**config.mk**
```make
export PLATFORM = sky130hd
export DESIGN_NAME = eth_tx_arb
export DESIGN_NICKNAME = d
export VERILOG_FILES = /design/src/rtl/eth_tx_arb.sv
export SDC_FILE = /design/constraint.sdc
export NUM_CORES = 1
export LEC_CHECK = 0
export ABC_AREA = 1
export BUFFER_PORTS_ARGS = -buffer_cell sky130_fd_sc_hd__buf_2
export CORE_MARGIN = 2
export CORE_UTILIZATION = 50
export DETAILED_ROUTE_END_ITERATION = 8
export PLACE_DENSITY = 0.73
export SYNTH_ARGS = -nofsm -noshare
export SYNTH_HDL_FRONTEND = slang
export SYNTH_SLANG_ARGS = --single-unit
```
**constraint.sdc**
```tcl
create_clock -name Clk -period 1.65 [get_ports Clk]
set_input_delay 0 -clock Clk [delete_from_list [all_inputs] [get_ports Clk]]
set_output_delay 0 -clock Clk [all_outputs]
set_load 0.01 [all_outputs]
```
**src/rtl/eth_tx_arb.sv**
```systemverilog
// Two-requester round-robin arbiter feeding the eth_tx payload FIFO: forwards one frame at a
// time, pads short frames, truncates long ones, then holds ownership until transmit and gap end.
module eth_tx_arb #(
  parameter int unsigned pMIN_PAYLOAD = 46,
  parameter int unsigned pMAX_PAYLOAD = 1500,
  parameter int unsigned pIFG_CYCLES  = 48
) (
  input  logic       Clk,
  input  logic       Rst_n,
  input  logic [7:0] Req0_Byte,
  input  logic       Req0_Valid,
  input  logic       Req0_Last,
  output logic       Req0_Ready,
  input  logic [7:0] Req1_Byte,
  input  logic       Req1_Valid,
  input  logic       Req1_Last,
  output logic       Req1_Ready,
  output logic [7:0] Eth_Byte,
  output logic       Eth_Byte_Valid,
  output logic       Eth_Pkt_Rdy,
  input  logic       Tx_En,
  output logic [1:0] Grant,
  output logic       Trunc_Err
);

  localparam logic [2:0] IDLE       = 3'd0;
  localparam logic [2:0] XFER       = 3'd1;
  localparam logic [2:0] DRAIN      = 3'd2;
  localparam logic [2:0] PAD        = 3'd3;
  localparam logic [2:0] KICK       = 3'd4;
  localparam logic [2:0] WAIT_START = 3'd5;
  localparam logic [2:0] WAIT_END   = 3'd6;
  localparam logic [2:0] IFG        = 3'd7;

  localparam int unsigned IFG_W = $clog2(pIFG_CYCLES + 1);
  localparam logic [10:0] MIN_CNT = 11'(pMIN_PAYLOAD);
  localparam logic [10:0] MAX_CNT = 11'(pMAX_PAYLOAD);
  // The IDLE cycle and the grant cycle complete the gap, so the counter covers the rest.
  localparam logic [IFG_W-1:0] IFG_LOAD = IFG_W'(pIFG_CYCLES - 3);

  logic [2:0]       state_q, state_d;
  logic [1:0]       grant_q, grant_d;
  logic             rr_ptr_q, rr_ptr_d;
  logic [10:0]      byte_cnt_q, byte_cnt_d;
  logic [IFG_W-1:0] ifg_cnt_q, ifg_cnt_d;
  logic [7:0]       eth_byte_q, eth_byte_d;
  logic             eth_valid_q, eth_valid_d;
  logic             pkt_rdy_q, pkt_rdy_d;
  logic             trunc_q, trunc_d;

  logic        rx_open;
  logic        sel_valid;
  logic        sel_last;
  logic [7:0]  sel_byte;
  logic        accept;
  logic [10:0] cnt_inc;

  assign rx_open    = (state_q == XFER) || (state_q == DRAIN);
  assign Req0_Ready = rx_open & grant_q[0];
  assign Req1_Ready = rx_open & grant_q[1];

  assign sel_valid = grant_q[0] ? Req0_Valid : Req1_Valid;
  assign sel_last  = grant_q[0] ? Req0_Last  : Req1_Last;
  assign sel_byte  = grant_q[0] ? Req0_Byte  : Req1_Byte;
  assign accept    = rx_open & sel_valid;
  assign cnt_inc   = byte_cnt_q + 11'd1;

  always_comb begin
    // NOTE: every variable gets a default before the case so no path leaves it unassigned (no latches).
    state_d     = state_q;
    grant_d     = grant_q;
    rr_ptr_d    = rr_ptr_q;
    byte_cnt_d  = byte_cnt_q;
    ifg_cnt_d   = ifg_cnt_q;
    eth_byte_d  = 8'h00;
    eth_valid_d = 1'b0;
    pkt_rdy_d   = 1'b0;
    trunc_d     = 1'b0;

    case (state_q)
      IDLE: begin
        if (Req0_Valid || Req1_Valid) begin
          // rr_ptr_q set means requester 1 holds priority when both ask.
          if (Req0_Valid && (!Req1_Valid || !rr_ptr_q)) grant_d = 2'b01;
          else                                          grant_d = 2'b10;
          byte_cnt_d = '0;
          state_d    = XFER;
        end
      end

      XFER: begin
        if (accept) begin
          eth_valid_d = 1'b1;
          eth_byte_d  = sel_byte;
          byte_cnt_d  = cnt_inc;
          if (sel_last) begin
            state_d = (cnt_inc < MIN_CNT) ? PAD : KICK;
          end else if (cnt_inc == MAX_CNT) begin
            state_d = DRAIN;
            trunc_d = 1'b1;
          end
        end
      end

      DRAIN: begin
        if (accept && sel_last) state_d = KICK;
      end

      PAD: begin
        eth_valid_d = 1'b1;
        byte_cnt_d  = cnt_inc;
        if (cnt_inc == MIN_CNT) state_d = KICK;
      end

      KICK: begin
        // Registered pulse lands one cycle after the final FIFO write.
        pkt_rdy_d = 1'b1;
        state_d   = WAIT_START;
      end

      WAIT_START: begin
        if (Tx_En) state_d = WAIT_END;
      end

      WAIT_END: begin
        if (!Tx_En) begin
          state_d   = IFG;
          ifg_cnt_d = IFG_LOAD;
        end
      end

      IFG: begin
        if (ifg_cnt_q == '0) begin
          state_d  = IDLE;
          grant_d  = 2'b00;
          rr_ptr_d = grant_q[0];
        end else begin
          ifg_cnt_d = ifg_cnt_q - 1'b1;
        end
      end

      default: state_d = IDLE;
    endcase
  end

  // NOTE: state flops use non-blocking assignments so every flop samples pre-edge values.
  always_ff @(posedge Clk or negedge Rst_n) begin
    if (!Rst_n) begin
      state_q     <= IDLE;
      grant_q     <= 2'b00;
      rr_ptr_q    <= 1'b0;
      byte_cnt_q  <= '0;
      ifg_cnt_q   <= '0;
      eth_byte_q  <= 8'h00;
      eth_valid_q <= 1'b0;
      pkt_rdy_q   <= 1'b0;
      trunc_q     <= 1'b0;
    end else begin
      state_q     <= state_d;
      grant_q     <= grant_d;
      rr_ptr_q    <= rr_ptr_d;
      byte_cnt_q  <= byte_cnt_d;
      ifg_cnt_q   <= ifg_cnt_d;
      eth_byte_q  <= eth_byte_d;
      eth_valid_q <= eth_valid_d;
      pkt_rdy_q   <= pkt_rdy_d;
      trunc_q     <= trunc_d;
    end
  end

  assign Eth_Byte       = eth_byte_q;
  assign Eth_Byte_Valid = eth_valid_q;
  assign Eth_Pkt_Rdy    = pkt_rdy_q;
  assign Grant          = grant_q;
  assign Trunc_Err      = trunc_q;

endmodule
```
=== Yosys cells after proc, flatten, opt, wreduce, memory -nomap -nowiden ===
Cells that the tools add are included.

* Bits in read-only memories: 0
* Memory bits (writable): 0
* Latch bits: 0
* Output and inout bits: 15
* Bits in registers: 34
* Input port bits: 23
* Word-level logic and storage cells: 83
* Memories: 0

* Muxes and demuxes: 33
* Shift-type cells: 0
* Equal/unequal tests: 18
* Multiply operators: 0
* Add/subtract/negate cells: 2
* Order comparisons: 1
* Divide/modulo/power cells: 0
* Reduce and logical (&&, ||, !) cells: 17
* Bitwise gates (word level): 3

{| class="wikitable"
|+ Operators with widths
! operator !! number
|-
| one-hot mux 11 bit (3 select lines) || 1
|-
| 2-to-1 mux 3 bit || 10
|-
| 2-to-1 mux 8 bit || 3
|-
| one-hot mux 3 bit (8 select lines) || 1
|-
| 2-to-1 mux 11 bit || 2
|-
| inequality test 2 bit, second input constant || 7
|-
| equality test 3 bit, second input constant || 4
|-
| 2-to-1 mux 6 bit || 2
|-
| one-hot mux 6 bit (2 select lines) || 1
|-
| adder 11 x 1 -> 11 bit, second input constant || 1
|-
| equality test 11 bit, second input constant || 1
|-
| equality test 11 x 6 -> 1 bit, second input constant || 1
|-
| less-than comparator 11 x 6 -> 1 bit, second input constant || 1
|-
| AND reduction 3 bit || 3
|-
| 2-to-1 mux 1 bit || 8
|-
| AND reduction 8 bit || 1
|-
| equality test 3 x 2 -> 1 bit, second input constant || 2
|-
| logical NOT 6 bit || 1
|-
| 2-to-1 mux 2 bit || 3
|-
| subtractor 6 x 1 -> 6 bit, second input constant || 1
|-
| one-hot mux 2 bit (2 select lines) || 1
|-
| nonzero test 2 bit || 2
|-
| AND 1 bit || 3
|-
| equality test 3 x 1 -> 1 bit, second input constant || 1
|-
| other kinds (9) || 13
|}

=== Depth between registers and ports, before layout ===
* Word-level depth: 6
* Mapped depth: 14
* Mapped depth without buffers: 14

=== Least setup slack after synthesis ===
Ideal clock, no wire load.

* Path kind: register to register
* From: register byte_cnt_q[0]
* To: register state_q[1]
* Path buffers: 0
* Data arrival time: 1.595 ns
* Cell stages (with the launch flop): 14
* Setup time: 0.116 ns
* Clock period less this slack: 1.712 ns
* Path slack: -0.062 ns
* Required time: 1.534 ns
* Cells stage by stage: dfrtp_1 > ha_1 > nand2_1 > inv_1 > nor2_1 > inv_1 > nor2_1 > nand3_1 > nor2_2 > nand2_1 > nand2_1 > nand3_1 > nand2_1 > nand2_1

* Word-level cells in the longest chain between the ends: 6
* Elaborated cells between the ends (all ways): 11
* Those cells by class: add/sub (1); order compare (1); eq/ne (4); mux (4); reduce/logical (1)

{| class="wikitable"
|+ Ends and longest elaborated chain
! item !! RTL line !! RTL
|-
| from (decl) || 44 || <nowiki>logic [10:0] byte_cnt_q, byte_cnt_d;</nowiki>
|-
| from (signal assigned) || 162 || <nowiki>byte_cnt_q <= byte_cnt_d;</nowiki>
|-
| adder 11 x 1 -> 11 bit (*) || 66 || <nowiki>assign cnt_inc = byte_cnt_q + 11'd1;</nowiki>
|-
| less-than comparator 11 x 6 -> 1 bit || 97 || <nowiki>state_d = (cnt_inc < MIN_CNT) ? PAD : KICK;</nowiki>
|-
| 2-to-1 mux 3 bit || 97 ||
|-
| 2-to-1 mux 3 bit || 96 || <nowiki>if (sel_last) begin</nowiki>
|-
| 2-to-1 mux 3 bit || 92 || <nowiki>if (accept) begin</nowiki>
|-
| one-hot mux 3 bit (8 select lines) || 80 || <nowiki>case (state_q)</nowiki>
|-
| to (signal assigned) || 159 || <nowiki>state_q <= state_d;</nowiki>
|-
| to (decl) || 41 || <nowiki>logic [2:0] state_q, state_d;</nowiki>
|}

Every way passes the cells marked *; elsewhere a longest branch is shown, timed or not. The select of a mux whose other input is x is not followed.
A chain may end at the register's enable or synchronous reset.

=== Final worst setup path ===
* From: register byte_cnt_q[1]
* To: register state_q[1]

Same word-level chain as after synthesis.

==> report_table.html <==
<table>
<tr><th>Metric</th><th>Value</th></tr>
<tr><th colspan="2">Status</th></tr>
<tr><td>Run status</td><td>finished, violations left</td></tr>
<tr><td>Failing checks</td><td>setup timing</td></tr>
<tr><th colspan="2">Synthesis</th></tr>
<tr><td>Mapped cell area</td><td>approximately 2000 µm²</td></tr>
<tr><td>Multiplexer fraction of the synthesized cell area</td><td>0%</td></tr>
<tr><td>Avg Inst Size Synth</td><td>7.29 µm²</td></tr>
<tr><td>Register area share after synthesis</td><td>41.7%</td></tr>
<tr><td>Dominant combinational cell family by area after synthesis</td><td>simple AND/OR/NAND/NOR gates</td></tr>
<tr><td>Cell variety after synth</td><td>28</td></tr>
<tr><td>Post-synthesis share of cell area spent on full adders, half adders and majority gates</td><td>3.06%</td></tr>
<tr><td>Number of instances in the synthesized netlist</td><td>280</td></tr>
<tr><td>Synthesized-area fraction occupied by ao, oa, aoi and oai cells</td><td>10.5%</td></tr>
<tr><td>Post-synthesis share of cell area spent on and, or, nand and nor gates</td><td>36.5%</td></tr>
<tr><td>Number of nets in the synthesized netlist</td><td>308</td></tr>
<tr><td>Xor and xnor fraction of the mapped netlist area</td><td>0%</td></tr>
<tr><td>Post-synthesis register bit count</td><td>34</td></tr>
<tr><td>Count of synthesis-stage warnings from yosys</td><td>0</td></tr>
<tr><th colspan="2">STA</th></tr>
<tr><td>Final period utilization</td><td>114%</td></tr>
<tr><td>Count of pins over their slew limit</td><td>0</td></tr>
<tr><td>Final worst setup slack</td><td>-0.227 ns</td></tr>
<tr><td>Highest clock rate</td><td>0.533 GHz</td></tr>
<tr><td>Slew margin rel.</td><td>a little under half</td></tr>
<tr><td>Sum of negative setup slack</td><td>-0.639 ns</td></tr>
<tr><td>Total setup violations reported at the end of the flow</td><td>3</td></tr>
<tr><td>Shortest period the worst path allows</td><td>about 1.9 ns</td></tr>
<tr><td>Worst Skew</td><td>0.0100 ns</td></tr>
<tr><td>Hold violation total from the final report</td><td>0</td></tr>
<tr><td>Hold_ws</td><td>0.0237 ns</td></tr>
<tr><td>Worst-Margin Slew</td><td>0.795 ns</td></tr>
<tr><td>Unrepaired setup endpoints after global routing</td><td>true</td></tr>
<tr><th colspan="2">Floorplan</th></tr>
<tr><td>Die width</td><td>67.9 µm</td></tr>
<tr><td>Total core area</td><td>3970 µm²</td></tr>
<tr><td>Top-Level Pins</td><td>38</td></tr>
<tr><td>Initial Utilization</td><td>slightly above 50%</td></tr>
<tr><td>Standard-cell rows</td><td>23</td></tr>
<tr><td>Die H</td><td>between 60 and 70 µm</td></tr>
<tr><td>Die Footprint</td><td>4610 µm²</td></tr>
<tr><th colspan="2">Cells and area</th></tr>
<tr><td>Finished layout cell area</td><td>3070 µm²</td></tr>
<tr><td>Most frequent standard cell in the layout excluding fill and tap cells</td><td>nand2_1</td></tr>
<tr><td>Number of fillers in the final layout</td><td>between 200 and 300</td></tr>
<tr><td>Most frequent cells in the layout</td><td>nand2_1 (77), buf_2 (37), buf_4 (32)</td></tr>
<tr><td>Fraction of final layout cells with drive strength greater than 1</td><td>40.2%</td></tr>
<tr><td>Signed area change from the synthesized netlist to the final layout</td><td>50.2%</td></tr>
<tr><td>Final-stage net count</td><td>405</td></tr>
<tr><td># diodes</td><td>0</td></tr>
<tr><th colspan="2">Critical path</th></tr>
<tr><td>Required arrival time at the worst endpoint</td><td>~1.8 ns</td></tr>
<tr><td>Critical Path Source Type</td><td>flop</td></tr>
<tr><td>Sequence of cells on the critical path</td><td>ha_4 -&gt; nand2_4 -&gt; nor2_4 -&gt; nand2_1 -&gt; nand2_1 -&gt; nand2_2 -&gt; nand3_1 -&gt; nor2_2 -&gt; nand2_1 -&gt; nand2_2 -&gt; nand3_2 -&gt; nand2_1 -&gt; nand2_1</td></tr>
<tr><td>Path depth of the worst reg2reg path</td><td>13</td></tr>
<tr><td>Slowest stage cell, crit path</td><td>dfrtp_1</td></tr>
<tr><td>Register-to-register setup slack</td><td>-0.23 ns</td></tr>
<tr><td>Highest cell delay on the worst timing path</td><td>about 0.43 ns</td></tr>
<tr><td>Capturing point of the worst reg2reg path</td><td>state_q[1]</td></tr>
<tr><td>Most common cell type on the critical path</td><td>nand2_1</td></tr>
<tr><td>Reg-to-reg startpoint</td><td>byte_cnt_q[1]</td></tr>
<tr><td>Type of element capturing the critical path</td><td>flop</td></tr>
<tr><td>Worst Path Class, Setup</td><td>reg -&gt; reg</td></tr>
<tr><td>Arrival time of the worst setup path</td><td>2.05 ns</td></tr>
<tr><td>Crit path max fanout</td><td>3</td></tr>
<tr><th colspan="2">Routing</th></tr>
<tr><td>Overall via count from detail_route</td><td>2241</td></tr>
<tr><td>Detailed-routed wire length on met3</td><td>roughly 320 µm</td></tr>
<tr><td>Drt first pass iters</td><td>5</td></tr>
<tr><td>Top routing layer used</td><td>met4</td></tr>
<tr><td>DRC violation count after routing</td><td>0</td></tr>
<tr><td>Final WL</td><td>5.97 mm</td></tr>
<tr><td>1st-iter DRT viols</td><td>163</td></tr>
<tr><td>Routed wire length on met2</td><td>~3.2 mm</td></tr>
<tr><td>Via density per instance</td><td>5.24</td></tr>
<tr><td>DR WL/cell</td><td>14.0 µm</td></tr>
<tr><td>Final ANT Viol Nets</td><td>0</td></tr>
<tr><td>Met1 routed wirelength after detailed routing</td><td>2.33 mm</td></tr>
<tr><th colspan="2">Worst hold path</th></tr>
<tr><td>Worst hold start</td><td>Req0_Valid</td></tr>
<tr><td>Number of cells on the worst hold path</td><td>3</td></tr>
<tr><td>Kind of path behind the tightest hold check</td><td>in -&gt; reg</td></tr>
<tr><td>Destination of the worst hold path</td><td>Grant[0]</td></tr>
<tr><th colspan="2">Global routing</th></tr>
<tr><td>Antenna violations before repair</td><td>0</td></tr>
<tr><td>Via count of the first global-routing pass</td><td>2114</td></tr>
<tr><td>First-pass GRT wire length</td><td>8.69 mm</td></tr>
<tr><td>Maximum number of pins on one net before global-route repair</td><td>35</td></tr>
<tr><td>Overall global routing resource usage</td><td>25.0%</td></tr>
<tr><td>Grt total ovfl</td><td>0</td></tr>
<tr><th colspan="2">Pwr</th></tr>
<tr><td>Gate power share</td><td>53.0%</td></tr>
<tr><td>P_int</td><td>~2500 µW</td></tr>
<tr><td>Power per cell area</td><td>approximately 1400 nW/µm²</td></tr>
<tr><td>Worst-case vdd ir drop</td><td>around 0.00088 V</td></tr>
<tr><td>Leak pwr</td><td>0.00153 µW</td></tr>
<tr><td>Sequential share of power</td><td>between 20% and 30%</td></tr>
<tr><td>Fraction of power spent switching nets</td><td>41.3%</td></tr>
<tr><td>Switching component of the power</td><td>roughly 1800 µW</td></tr>
<tr><td>Clock network fraction of total power</td><td>approximately 18%</td></tr>
<tr><th colspan="2">CTS</th></tr>
<tr><td>CTS Root Buffer Type</td><td>clkbuf_8</td></tr>
<tr><td>Number of buffers between clock root and the deepest sink</td><td>2</td></tr>
<tr><td>Skew-Pair Late Insertion Delay</td><td>slightly below 0.3 ns</td></tr>
<tr><td>CTS tree</td><td>built</td></tr>
<tr><td>Clock sinks</td><td>34</td></tr>
<tr><td>Clock buffers created by TritonCTS</td><td>5</td></tr>
<tr><td>Number of H-tree branching levels</td><td>2</td></tr>
<tr><td>Clock transition at the registers of the reported paths</td><td>0.07 ns</td></tr>
<tr><th colspan="2">Placed design</th></tr>
<tr><td>Routability cong.</td><td>between 0.9 and 1</td></tr>
<tr><td>Placement-stage worst setup slack</td><td>-0.144 ns</td></tr>
<tr><td>Detailed placement HPWL</td><td>3.56 mm</td></tr>
<tr><td>Input/output buffers</td><td>37</td></tr>
<tr><td>Post-detailed-placement cell area</td><td>2460 µm²</td></tr>
<tr><th colspan="2">Run</th></tr>
<tr><td>Total of max-cap violations</td><td>0</td></tr>
</table>
==> layout make-up <==
cell class | count | area [µm²] | share of cell area (%)
Multi-Input combinational cell | 204 | 1200 | 39.2
Sequential cell | 34 | 855 | 27.9
Timing Repair Buffer | 93 | 692 | 22.6
Inverter | 39 | 148 | 4.81
Clock buffer | 5 | 68.8 | 2.24
Tap cell | 50 | 62.6 | 2.04
Clock inverter | 3 | 40.0 | 1.31
==> through the flow <==
stage | std cells | util, % | power [µW]
6_report | 428 | 77.2 | 4240
5_1_grt | 428 | 77.2 | 4550
4_1_cts | 421 | 71.4 | 3910
3_5_place_dp | 389 | 61.9 | 3000
3_3_place_gp | 389 | 61.9 | 2960
2_1_floorplan | 280 | - | 2310
==> flip-flops by register name (all words and copies together), names as in the netlist <==
register        count
Eth_Byte            8
Eth_Pkt_Rdy         1
rr_ptr_q            1
Eth_Byte_Valid      1
Grant               2
state_q             3
ifg_cnt_q           6
Trunc_Err           1
byte_cnt_q         11
==> synth_stat cells, drive strengths merged <==
cell | count | share of area (%)
buf | 2 | 0.80
dfrtp | 34 | 42
inv | 38 | 7.0
or2 | 1 | 0.31
o21ai | 21 | 5.3
o22ai | 6 | 1.8
a21oi | 10 | 2.5
nand2 | 93 | 18
a21boi | 1 | 0.55
clkinv | 1 | 0.24
ha | 5 | 3.1
o31ai | 1 | 0.37
nor3 | 6 | 2.0
nor2 | 32 | 7.7
clkbuf | 1 | 0.18
nand3 | 23 | 6.4
nand4 | 5 | 1.8
==> worst max-delay path, delay by kind of cell (launching register included) <==
kind / cells / cell delay [ns]
adders and majority gates: 1 / 0.20
and+or+nand+nor: 12 / 1.14
DFF: 1 / 0.43
==> cells by family (layout without fill, tap and decap cells) <==
| kind of cell | count (synthesis) | count (layout) |
|---|---|---|
| buffers and inverters | 42 | 140 |
| adders and majority gates | 5 | 5 |
| AOI/OAI and AO/OA | 39 | 39 |
| DFF | 34 | 34 |
| and+or+nand+nor | 160 | 160 |
==> how the worst max path moves through the flow <==
stage	startpoint	to	slack [ns]	cells past startpoint
2_1_floorplan	byte_cnt_q[0]	state_q[1]	-0.01	13
3_3_place_gp	byte_cnt_q[1]	state_q[1]	-0.09	13
3_5_place_dp	byte_cnt_q[1]	state_q[1]	-0.14	13
4_1_cts	byte_cnt_q[0]	state_q[1]	-0.09	12
5_1_grt	byte_cnt_q[0]	state_q[1]	-0.32	13
6_report	byte_cnt_q[1]	state_q[1]	-0.23	13
==> layer usage <==
metal / GRT usage, % / up-vias
met1: 28.1 / 1049
met3: 4.77 / 14
met2: 47.3 / 79
met4: 7.75 / 0
li1: - / 1099
met5: 0 / -
==> power by group through the flow <==
stage | sequential (µW) | clock (µW) | combinational, µW
6_report | 1230 | 764 | 2250
5_1_grt | 1260 | 813 | 2480
4_1_cts | 1190 | 768 | 1950
3_5_place_dp | 1200 | 0 | 1790
3_3_place_gp | 1190 | 0 | 1760
2_1_floorplan | 1220 | 0 | 1090
==> what timing repair did <==
| action | 4_1_cts | 5_1_grt |
|---|---|---|
| buffers inserted | 7 | 8 |
| endpoints found under the hold margin | 42 | 0 |
| resized for setup | 9 | 48 |
| setup endpoints to repair | 4 | 24 |
| hold buffers | 17 | 0 |
| pin swaps | 9 | 17 |
(Power assumes the default switching activity.)
